`src/rtl/ps2_cmd_sequencer.sv`:
```
// PS/2 host command sequencer: queues host command bytes, sends them one at a
// time to a PS/2 controller, and handles the device's FA/FE/FC responses,
// response timeouts and a bounded number of resends. Bytes that are not
// consumed as responses are passed through on rx_data/rx_valid.
module ps2_cmd_sequencer #(
    parameter int FIFO_DEPTH  = 4,
    parameter int ACK_TIMEOUT = 1000000,
    parameter int MAX_RETRY   = 2,
    parameter int AUTO_INIT   = 1
) (
    input  logic       clock,
    input  logic       reset,
    input  logic       wr_cmd,
    input  logic [7:0] wr_data,
    output logic       full,
    output logic       busy,
    output logic       ovf,
    output logic [3:0] done_cnt,
    output logic [3:0] err_cnt,
    output logic [7:0] ps2_cmd,
    output logic       ps2_send,
    input  logic       ps2_sent,
    input  logic       ps2_timeout,
    input  logic [7:0] ps2_rx,
    input  logic       ps2_rx_en,
    output logic [7:0] rx_data,
    output logic       rx_valid
);

    localparam int PTR_W = (FIFO_DEPTH > 1) ? $clog2(FIFO_DEPTH) : 1;
    localparam int CNT_W = $clog2(FIFO_DEPTH + 1);
    localparam int TMR_W = (ACK_TIMEOUT > 1) ? $clog2(ACK_TIMEOUT) : 1;
    localparam int RTY_W = (MAX_RETRY > 0) ? $clog2(MAX_RETRY + 1) : 1;

    localparam logic [CNT_W-1:0] CNT_FULL = CNT_W'(FIFO_DEPTH);
    localparam logic [TMR_W-1:0] TMR_LAST = TMR_W'(ACK_TIMEOUT - 1);
    localparam logic [RTY_W-1:0] RTY_MAX  = RTY_W'(MAX_RETRY);

    localparam logic [7:0] RSP_ACK    = 8'hFA;
    localparam logic [7:0] RSP_RESEND = 8'hFE;
    localparam logic [7:0] RSP_ERROR  = 8'hFC;

    typedef enum logic [2:0] {
        IDLE,
        SEND,
        WAIT_SENT,
        WAIT_ACK,
        RETRY
    } state_t;

    state_t           state, state_nxt;
    logic [7:0]       fifo_mem [FIFO_DEPTH];
    logic [PTR_W-1:0] rd_ptr, wr_ptr;
    logic [CNT_W-1:0] count;
    logic [TMR_W-1:0] ack_tmr;
    logic [RTY_W-1:0] rty_cnt;
    logic             push, pop;
    logic             latch_cmd, rty_inc, done_inc, err_inc, rx_fwd;
    logic             vld_p1;
    logic [7:0]       rx_data_p1;

    assign full     = (count == CNT_FULL);
    assign push     = wr_cmd && !full;
    assign busy     = (state != IDLE) || (count != '0);
    assign ps2_send = (state == SEND);
    assign rx_valid = vld_p1;
    assign rx_data  = rx_data_p1;

    // Queue storage; reset preloads the FF (reset) / F4 (enable) pair when AUTO_INIT is set.
    always_ff @(posedge clock) begin
        if (reset) begin
            if (AUTO_INIT != 0) begin
                fifo_mem[0] <= 8'hFF;
                fifo_mem[1] <= 8'hF4;
            end
        end else if (push) begin
            fifo_mem[wr_ptr] <= wr_data;
        end
    end

    // Queue pointers, occupancy and the sticky overflow flag.
    always_ff @(posedge clock) begin
        if (reset) begin
            rd_ptr <= '0;
            wr_ptr <= (AUTO_INIT != 0) ? PTR_W'(2) : '0;
            count  <= (AUTO_INIT != 0) ? CNT_W'(2) : '0;
            ovf    <= 1'b0;
        end else begin
            if (push) wr_ptr <= wr_ptr + 1'b1;
            if (pop)  rd_ptr <= rd_ptr + 1'b1;
            case ({push, pop})
                2'b10:   count <= count + 1'b1;
                2'b01:   count <= count - 1'b1;
                default: count <= count;
            endcase
            if (wr_cmd && full) ovf <= 1'b1;
        end
    end

    // State register.
    always_ff @(posedge clock) begin
        if (reset) state <= IDLE;
        else       state <= state_nxt;
    end

    // Next-state decode, response classification and pop/count strobes.
    always_comb begin
        state_nxt = state;
        pop       = 1'b0;
        latch_cmd = 1'b0;
        rty_inc   = 1'b0;
        done_inc  = 1'b0;
        err_inc   = 1'b0;
        rx_fwd    = ps2_rx_en;
        case (state)
            IDLE: begin
                if (count != '0) begin
                    latch_cmd = 1'b1;
                    state_nxt = SEND;
                end
            end
            SEND: state_nxt = WAIT_SENT;
            WAIT_SENT: begin
                if (ps2_timeout)   state_nxt = RETRY;
                else if (ps2_sent) state_nxt = WAIT_ACK;
            end
            WAIT_ACK: begin
                if (ps2_rx_en && ps2_rx == RSP_ACK) begin
                    rx_fwd    = 1'b0;
                    pop       = 1'b1;
                    done_inc  = 1'b1;
                    state_nxt = IDLE;
                end else if (ps2_rx_en && ps2_rx == RSP_RESEND) begin
                    rx_fwd    = 1'b0;
                    state_nxt = RETRY;
                end else if (ps2_rx_en && ps2_rx == RSP_ERROR) begin
                    rx_fwd    = 1'b0;
                    pop       = 1'b1;
                    err_inc   = 1'b1;
                    state_nxt = IDLE;
                end else if (ack_tmr == TMR_LAST) begin
                    // Unrelated bytes are still forwarded; they do not count as a response.
                    state_nxt = RETRY;
                end
            end
            RETRY: begin
                if (rty_cnt < RTY_MAX) begin
                    rty_inc   = 1'b1;
                    state_nxt = SEND;
                end else begin
                    pop       = 1'b1;
                    err_inc   = 1'b1;
                    state_nxt = IDLE;
                end
            end
            default: state_nxt = IDLE;
        endcase
    end

    // Response timer runs only in WAIT_ACK, so it is zero on every entry.
    always_ff @(posedge clock) begin
        if (reset || state != WAIT_ACK) ack_tmr <= '0;
        else                            ack_tmr <= ack_tmr + 1'b1;
    end

    // Retry count per command; cleared whenever the head leaves the queue.
    always_ff @(posedge clock) begin
        if (reset || pop) rty_cnt <= '0;
        else if (rty_inc) rty_cnt <= rty_cnt + 1'b1;
    end

    // Command byte held for the controller plus completion/abandon counters.
    always_ff @(posedge clock) begin
        if (reset) begin
            ps2_cmd  <= 8'h00;
            done_cnt <= 4'd0;
            err_cnt  <= 4'd0;
        end else begin
            if (latch_cmd) ps2_cmd  <= fifo_mem[rd_ptr];
            if (done_inc)  done_cnt <= done_cnt + 1'b1;
            if (err_inc)   err_cnt  <= err_cnt + 1'b1;
        end
    end

    // Stage p1: passthrough bytes appear one cycle after their receive strobe.
    always_ff @(posedge clock) begin
        if (reset) begin
            vld_p1     <= 1'b0;
            rx_data_p1 <= 8'h00;
        end else begin
            vld_p1 <= rx_fwd;
            if (rx_fwd) rx_data_p1 <= ps2_rx;
        end
    end

endmodule

```
`config.mk`:
```
export PLATFORM = sky130hd
export DESIGN_NAME = ps2_cmd_sequencer
export DESIGN_NICKNAME = d
export VERILOG_FILES = /design/src/rtl/ps2_cmd_sequencer.sv
export SDC_FILE = /design/constraint.sdc
export NUM_CORES = 1
export LEC_CHECK = 0
export ABC_AREA = 1
export BUFFER_PORTS_ARGS = -buffer_cell sky130_fd_sc_hd__buf_2
export CAP_MARGIN = 20
export CORE_MARGIN = 5
export CORE_UTILIZATION = 45
export CTS_BUF_LIST = sky130_fd_sc_hd__clkbuf_8
export CTS_CLUSTER_SIZE = 20
export DETAILED_ROUTE_END_ITERATION = 8
export PLACE_DENSITY_LB_ADDON = 0.25
export SYNTH_ARGS = -nofsm -noshare
export SYNTH_HDL_FRONTEND = slang
export SYNTH_SLANG_ARGS = --single-unit
```
`constraint.sdc`:
```
create_clock -name clock -period 4.2 [get_ports clock]
set_input_delay 0 -clock clock [delete_from_list [all_inputs] [get_ports clock]]
set_output_delay 0 -clock clock [all_outputs]
set_load 0.02 [all_outputs]
```
==> results.sh, run 1 <==
export IMPL_status="finished, final reports clean"
export IMPL_min_path_type="in2reg"
export IMPL_critPathCapture="count[2]"
export IMPL_synth_edff_count=32
export IMPL_synth_largest_area_cell="dfxtp_1"
export IMPL_crit_path_max_fanout=4
export IMPL_hpwl_um=6088
export IMPL_grt_overflow=0
export IMPL_p_leak_nw=1.889
export IMPL_die_x_um=104.9
export IMPL_power_density_nw_per_um2=405.3
export IMPL_synth_area_leaders="dfxtp_1 29%, edfxtp_1 24%, nor2_1 9.2%"
export IMPL_rrSetupSlack_ns=2.07
export IMPL_routed_wl_um=8401
export IMPL_synth_most_common_cell="nor2_1"
export IMPL_wl_per_cell_um=12.37
export IMPL_critical_path_startpoint="ps2_rx[0]"
export IMPL_required_ns=4.45
export IMPL_cts_sinks=90
export IMPL_synth_top_area_share_pct=28.66
export IMPL_cts_root_buffer="clkbuf_8"
export IMPL_area_delta_synth_final_pct=18.01
export IMPL_clk_path_buf_depth=2
export IMPL_multi_input_area_um2=1634
export IMPL_grt_usage_pct=15.87
export IMPL_vias_per_cell=4.985
export IMPL_fp_row_count=34
export IMPL_tritoncts="done"
export IMPL_detailedPlace_worstSlack_ns=2.083
export IMPL_drc=0
export IMPL_synthFlopType="dfxtp_1"
export IMPL_fin_nets=597
export IMPL_synth_nets=527
export IMPL_ios=51
export IMPL_syn_cell_area_um2=4051
export IMPL_netlist_top_cells_count="99 x nor2_1, 78 x nand2_1, 58 x dfxtp_1, 53 x inv_1, 45 x o21ai_0"
export IMPL_arrival_ns=2.38
export IMPL_drt_iter0_markers=160
export IMPL_min_period_ns=2.134
export IMPL_r2r_end="count[2]"
export IMPL_clk_pin_slew_ns=0.09
export IMPL_cts_buffers=9
export IMPL_hold_viol=0
export IMPL_gp_congestion=0.7952
export IMPL_seqCellArea_um2=2122
export IMPL_antenna_cells=0
export IMPL_relSlewSlack_pct=43.89
export IMPL_layout_setup_ws_ns=2.066
export IMPL_irDropWorstVdd_mv=0.2026
export IMPL_ys_ff_latch=90
export IMPL_grt_pass1_wl_um=14480
export IMPL_drt_antenna_violating_nets=0
export IMPL_dieArea_um2=11000
export IMPL_syn_avg_cell_area_um2=8.168
export IMPL_drt_pass1_iterations=5
export IMPL_end_kind="register"
export IMPL_tns_ns=0
export IMPL_rsz0062_at_grt="no"
export IMPL_tightestPinTransition_ns=0.8407
export IMPL_crit_type="in2reg"
export IMPL_synthArstFlopShare_pct=0
export IMPL_fmax_mhz=468.6
export IMPL_rr_worst_depth=11
export IMPL_report_final_slew_viol_count=0
export IMPL_synthDistinctLibCells=35
export IMPL_r2r_start="state[1]"
export IMPL_setup_viol=0
export IMPL_cap_violations=0
export IMPL_antenna_found_initial=0
export IMPL_fin_skew_ns=0.01248
export IMPL_clock_latency_ns=0.35
export IMPL_cp_start_kind="input pin"
export IMPL_ys_seq_area_share_pct=52.38
export IMPL_start_util_pct=46.23
export IMPL_first_global_vias=3203
export IMPL_post_cts_buffers=0
export IMPL_htree_num_levels=3
export IMPL_postSynthCellCount=496
export IMPL_grt_max_degree=32
export IMPL_period_share_pct=50.81
export IMPL_via_count=3385
export IMPL_core_area_um2=8763
export IMPL_port_buffers=50
export IMPL_dieHeight_um=104.9
export IMPL_fill_cells=822
export IMPL_yosys_warnings=0
export IMPL_drive_gt1_share_pct=16.29
[kinds of logic after synthesis]
| group | count (synthesis) | synth area share [%] |
|---|---|---|
| fa+ha+maj | 9 | 2.965 |
| xor+xnor | 3 | 0.6487 |
| simple gates | 226 | 24.15 |
| compound gates | 94 | 12.57 |
| buf+inv | 74 | 7.288 |
| flops | 90 | 52.38 |
[layout make-up]
class	count	share of cell area, %
clock buffers	9	2.591
clock inverters	7	1.780
inverters	64	5.025
multi-input cells	332	34.18
flip-flops and latches	90	44.39
well taps	108	2.826
repair buffers	69	9.212
[worst min path at each step]
| stage | startpoint | end | slack, ns | cells past startpoint |
|---|---|---|---|---|
| 3_3_place_gp | wr_data[2] | fifo_mem[3][2] | 0.22 | 1 |
| 3_5_place_dp | wr_data[0] | fifo_mem[3][0] | 0.21 | 1 |
| 4_1_cts | ps2_rx_en | rx_valid | 0.06 | 5 |
| 6_report | ps2_timeout | state[2] | 0.09 | 4 |
| 2_1_floorplan | wr_data[0] | fifo_mem[2][0] | 0.1 | 0 |
| 5_1_grt | ps2_timeout | state[2] | 0.08 | 4 |
[where the power goes]
group	switching [mW]	total [mW]	leakage, nW	internal, mW
clock	0.317	0.603	0.109	0.286
combinational	0.224	0.341	1.04	0.117
sequential	0.0332	0.993	0.744	0.960
total	0.574	1.94	1.89	1.36
[registers in the layout (all words and copies together) (netlist names), 2 cells and up]
register	cells
fifo_mem	32
ack_tmr	20
ps2_cmd	8
rx_data	8
done_cnt	4
err_cnt	4
count	3
state	3
rd_ptr	2
rty_cnt	2
wr_ptr	2
[worst max-delay path, stage by stage]
cell           delay, ns
dlygate4sd3_1       0.54
buf_2               0.12
inv_1               0.07
nand2_1             0.05
nor2_1              0.11
nand3b_1            0.12
nand2_1             0.10
nand2_1             0.07
nand2_1             0.13
ha_1                0.16
inv_1               0.06
fa_1                0.38
a21oi_1             0.15
o21ai_0             0.11
o21ai_0             0.16
a21oi_1             0.06
[metrics by stage]
stage	hold slack, ns	utilization (%)	area, um2	power (mW)	cells
after floorplan	0.09887	-	4051	1.260	496
after global placement	0.2154	50.00	4382	1.338	644
after detailed placement	0.2140	50.00	4382	1.344	644
after global routing	0.08162	54.55	4781	2.036	679
final	0.08885	54.55	4781	1.938	679
after CTS	0.06140	54.55	4781	1.960	679
[cells in the final DEF, fill, tap and decap left out, drive strengths merged, types with 4 or more instances in the layout]
cell / instances
nor2: 106
buf: 50
nor3: 5
nand3: 20
ha: 8
a31oi: 10
o21ai: 53
clkinv: 4
clkbuf: 9
nand2: 79
dlygate4sd3: 19
nor3b: 4
dfxtp: 58
nand4: 5
edfxtp: 32
a21oi: 28
inv: 66
[per-layer routing]
| metal | GRT usage, % | wire [um] | part of all wire, % |
|---|---|---|---|
| met1 | 20.02 | 3784 | 45 |
| met2 | 26.66 | 4058 | 48 |
| met3 | 4.562 | 481 | 5.7 |
| met4 | 4.292 | 77 | 0.92 |
| met5 | 0 | 0 | 0 |
[what timing repair did]
action / CTS / global route
endpoints found under the hold margin: 43 / 0
endpoints found under the setup margin: 0 / 0
hold buffers: 19 / 0
gates resized for setup: 0 / 0
(Power assumes the default switching activity.)
==> run 2: changes to the inputs <==
ABC_AREA = 0   (was 1)
clock period = 1.9 ns   (was 4.2 ns; I/O delays follow)
==> run 2 against run 1 <==
Effect of this change:
- the flow now finishes with violations (setup timing)
- sequential power increased by 110%
- cell count decreased by 13%
- synthesized area decreased by 0.59%
- first-iteration DRC count decreased by 39%
- cell area increased by 6.2%
- register-to-register slack got worse by 2.2 ns
- worst hold slack got worse by 0.075 ns
- global-route usage increased by 0.13 points
- highest routed layer unchanged
==> results.sh, run 2 <==
export IMPL_status="finished, violations left"
export IMPL_violations="setup timing"
export IMPL_clkPwrFrac_pct=34.5
export IMPL_synth_area_leaders="dfxtp_1 29%, edfxtp_1 24%, mux4_2 4.5%"
export IMPL_ys_seq_area_share_pct=52.69
export IMPL_period_share_pct=107.3
export IMPL_rrSetupSlack_ns=-0.14
export IMPL_synth_edff_count=32
export IMPL_rsz0062_at_grt="yes"
export IMPL_hold_viol=0
export IMPL_die_x_um=104.6
export IMPL_port_buffers=50
export IMPL_grt_pass1_wl_um=14430
export IMPL_cts_buffers=9
export IMPL_fp_row_count=34
export IMPL_fmax_mhz=490.5
export IMPL_irDropWorstVdd_mv=0.4789
export IMPL_antenna_found_initial=0
export IMPL_ios=51
export IMPL_syn_cell_area_um2=4028
export IMPL_fin_total_pwr_mw=4.044
export IMPL_tightestPinTransition_ns=0.5244
export IMPL_drc=0
export IMPL_cap_violations=0
export IMPL_synth_largest_area_cell="dfxtp_1"
export IMPL_start_util_pct=46.18
export IMPL_drt_pass1_iterations=4
export IMPL_relSlewSlack_pct=64.75
export IMPL_layout_setup_ws_ns=-0.1388
export IMPL_seqPwrFrac_pct=52.5
export IMPL_r2r_end="count[2]"
export IMPL_grt_overflow=0
export IMPL_power_switching_mw=1.093
export IMPL_end_kind="register"
export IMPL_ys_ff_latch=90
export IMPL_cp_start_kind="register"
export IMPL_final_common_cell="dfxtp_1"
export IMPL_synthDistinctLibCells=50
export IMPL_area_delta_synth_final_pct=26.10
export IMPL_antenna_cells=0
export IMPL_hpwl_um=6135
export IMPL_drt_antenna_violating_nets=0
export IMPL_grt_max_degree=48
export IMPL_clk_path_buf_depth=2
export IMPL_p_comb_share_pct=13.0
export IMPL_drt_iter0_markers=97
export IMPL_dieArea_um2=10940
export IMPL_required_ns=2.20
export IMPL_syn_avg_cell_area_um2=10.74
export IMPL_grt_usage_pct=16.00
export IMPL_p_int_mw=2.951
export IMPL_largest_reg_flops=32
export IMPL_regMostFlops="fifo_mem"
export IMPL_min_path_type="in2reg"
export IMPL_gp_congestion=0.7842
export IMPL_dieHeight_um=104.6
export IMPL_htree_num_levels=3
export IMPL_first_global_vias=3055
export IMPL_p_leak_nw=1.970
export IMPL_report_final_slew_viol_count=0
export IMPL_synth_nets=406
export IMPL_drive_gt1_share_pct=31.61
export IMPL_synthArstFlopShare_pct=0
export IMPL_cts_sinks=90
export IMPL_fin_skew_ns=0.01670
export IMPL_vias_per_cell=5.113
export IMPL_layout_common_cells="58 x dfxtp_1, 50 x buf_2, 45 x buf_4, 32 x edfxtp_1, 31 x nand2_1"
export IMPL_tns_ns=-0.2044
export IMPL_hold_slack_ns=0.01411
export IMPL_clock_latency_ns=0.36
export IMPL_core_area_um2=8721
export IMPL_clk_pin_slew_ns=0.10
export IMPL_synthFlopType="dfxtp_1"
export IMPL_netlist_top_cells_count="58 x dfxtp_1, 32 x edfxtp_1, 31 x nand2_1, 29 x nor2_1, 21 x a21oi_1"
export IMPL_synth_most_common_cell="dfxtp_1"
export IMPL_swShare_pct=27.03
export IMPL_largest_registers="fifo_mem (32), ack_tmr (20)"
export IMPL_fin_nets=510
export IMPL_yosys_warnings=0
export IMPL_via_count=3027
export IMPL_critical_path_startpoint="state[2]"
export IMPL_routed_wl_um=8409
export IMPL_setup_viol=2
export IMPL_tritoncts="done"
export IMPL_power_density_nw_per_um2=796.3
export IMPL_fin_util_pct=58.24
export IMPL_cts_root_buffer="clkbuf_8"
export IMPL_crit_path_max_fanout=3
export IMPL_wl_per_cell_um=14.20
export IMPL_place_area_um2=4684
export IMPL_min_period_ns=2.039
export IMPL_hold_path_depth=4
export IMPL_arrival_ns=2.34
export IMPL_r2r_start="state[2]"
export IMPL_rr_worst_depth=9
export IMPL_final_area_um2=5079
export IMPL_critPathCapture="count[2]"
export IMPL_synth_top_area_share_pct=28.83
export IMPL_postSynthCellCount=375
export IMPL_crit_type="reg2reg"
run 2: per-layer routing:
metal	global-route usage [%]	vias to the layer above	wire length [um]
li1	-	1548	-
met1	19.49	1425	3714
met2	28.14	40	4296
met3	4.254	14	262
met4	4.110	0	136
met5	0	-	0
run 2: repair_timing:
action	in CTS	in global routing
endpoints found under the setup margin	2	5
hold buffers	14	0
buffers inserted	1	1
endpoints found under the hold margin	37	0
gates resized for setup	0	5
cloned	0	0
run 2: worst min path at each step:
| stage | startpoint | end |
|---|---|---|
| global placement | wr_data[5] | fifo_mem[3][5] |
| detailed placement | wr_data[7] | fifo_mem[2][7] |
| floorplan | wr_data[0] | fifo_mem[2][0] |
| finish | ps2_rx[7] | rx_data[7] |
| global route | ps2_rx[7] | rx_data[7] |
| CTS | ps2_rx[7] | rx_data[7] |
run 2: cell type report:
cell class                 instances  area (um2)
tap                              108       135.1
inverter                          11       41.29
multi-input combinational        258        1833
timing repair buffer             109       728.2
sequential                        90        2122
clock inverter                     7       95.09
clock buffer                       9       123.9
fill                             754        3642
run 2: power by group through the flow:
stage / sequential [mW] / combinational, mW / clock, mW
3_3_place_gp: 2.16 / 0.495 / 0
2_1_floorplan: 2.22 / 0.258 / 0
5_1_grt: 2.13 / 0.589 / 1.53
6_report: 2.12 / 0.526 / 1.40
3_5_place_dp: 2.17 / 0.505 / 0
4_1_cts: 2.12 / 0.528 / 1.45
run 2: cell families (layout without fill, tap and decap cells):
family / Yosys count / count (layout) / share of synthesized area, %
AND/OR/NAND/NOR: 164 / 164 / 22.46
flip-flops: 90 / 90 / 52.69
AO/OA/AOI/OAI: 44 / 44 / 6.369
buffers and inverters: 27 / 136 / 3.231
multiplexers: 25 / 25 / 8.791
XOR/XNOR: 16 / 16 / 3.479
adder cells (fa/ha/maj): 9 / 9 / 2.982
run 2: critical path, stage by stage, from the launching register on:
cell      delay, ns
dfxtp_1        0.32
nand3b_1       0.21
nor4_4         0.19
or2_4          0.20
ha_4           0.13
inv_2          0.03
fa_2           0.33
xor2_1         0.15
or3_1          0.31
a21oi_1        0.12
run 2: per-stage QoR:
stage,worst slack [ns],instances
CTS,-0.1690,591
global route,-0.2500,592
global placement,-0.1109,560
floorplan,-0.2399,375
detailed placement,-0.1796,560
finish,-0.1388,592
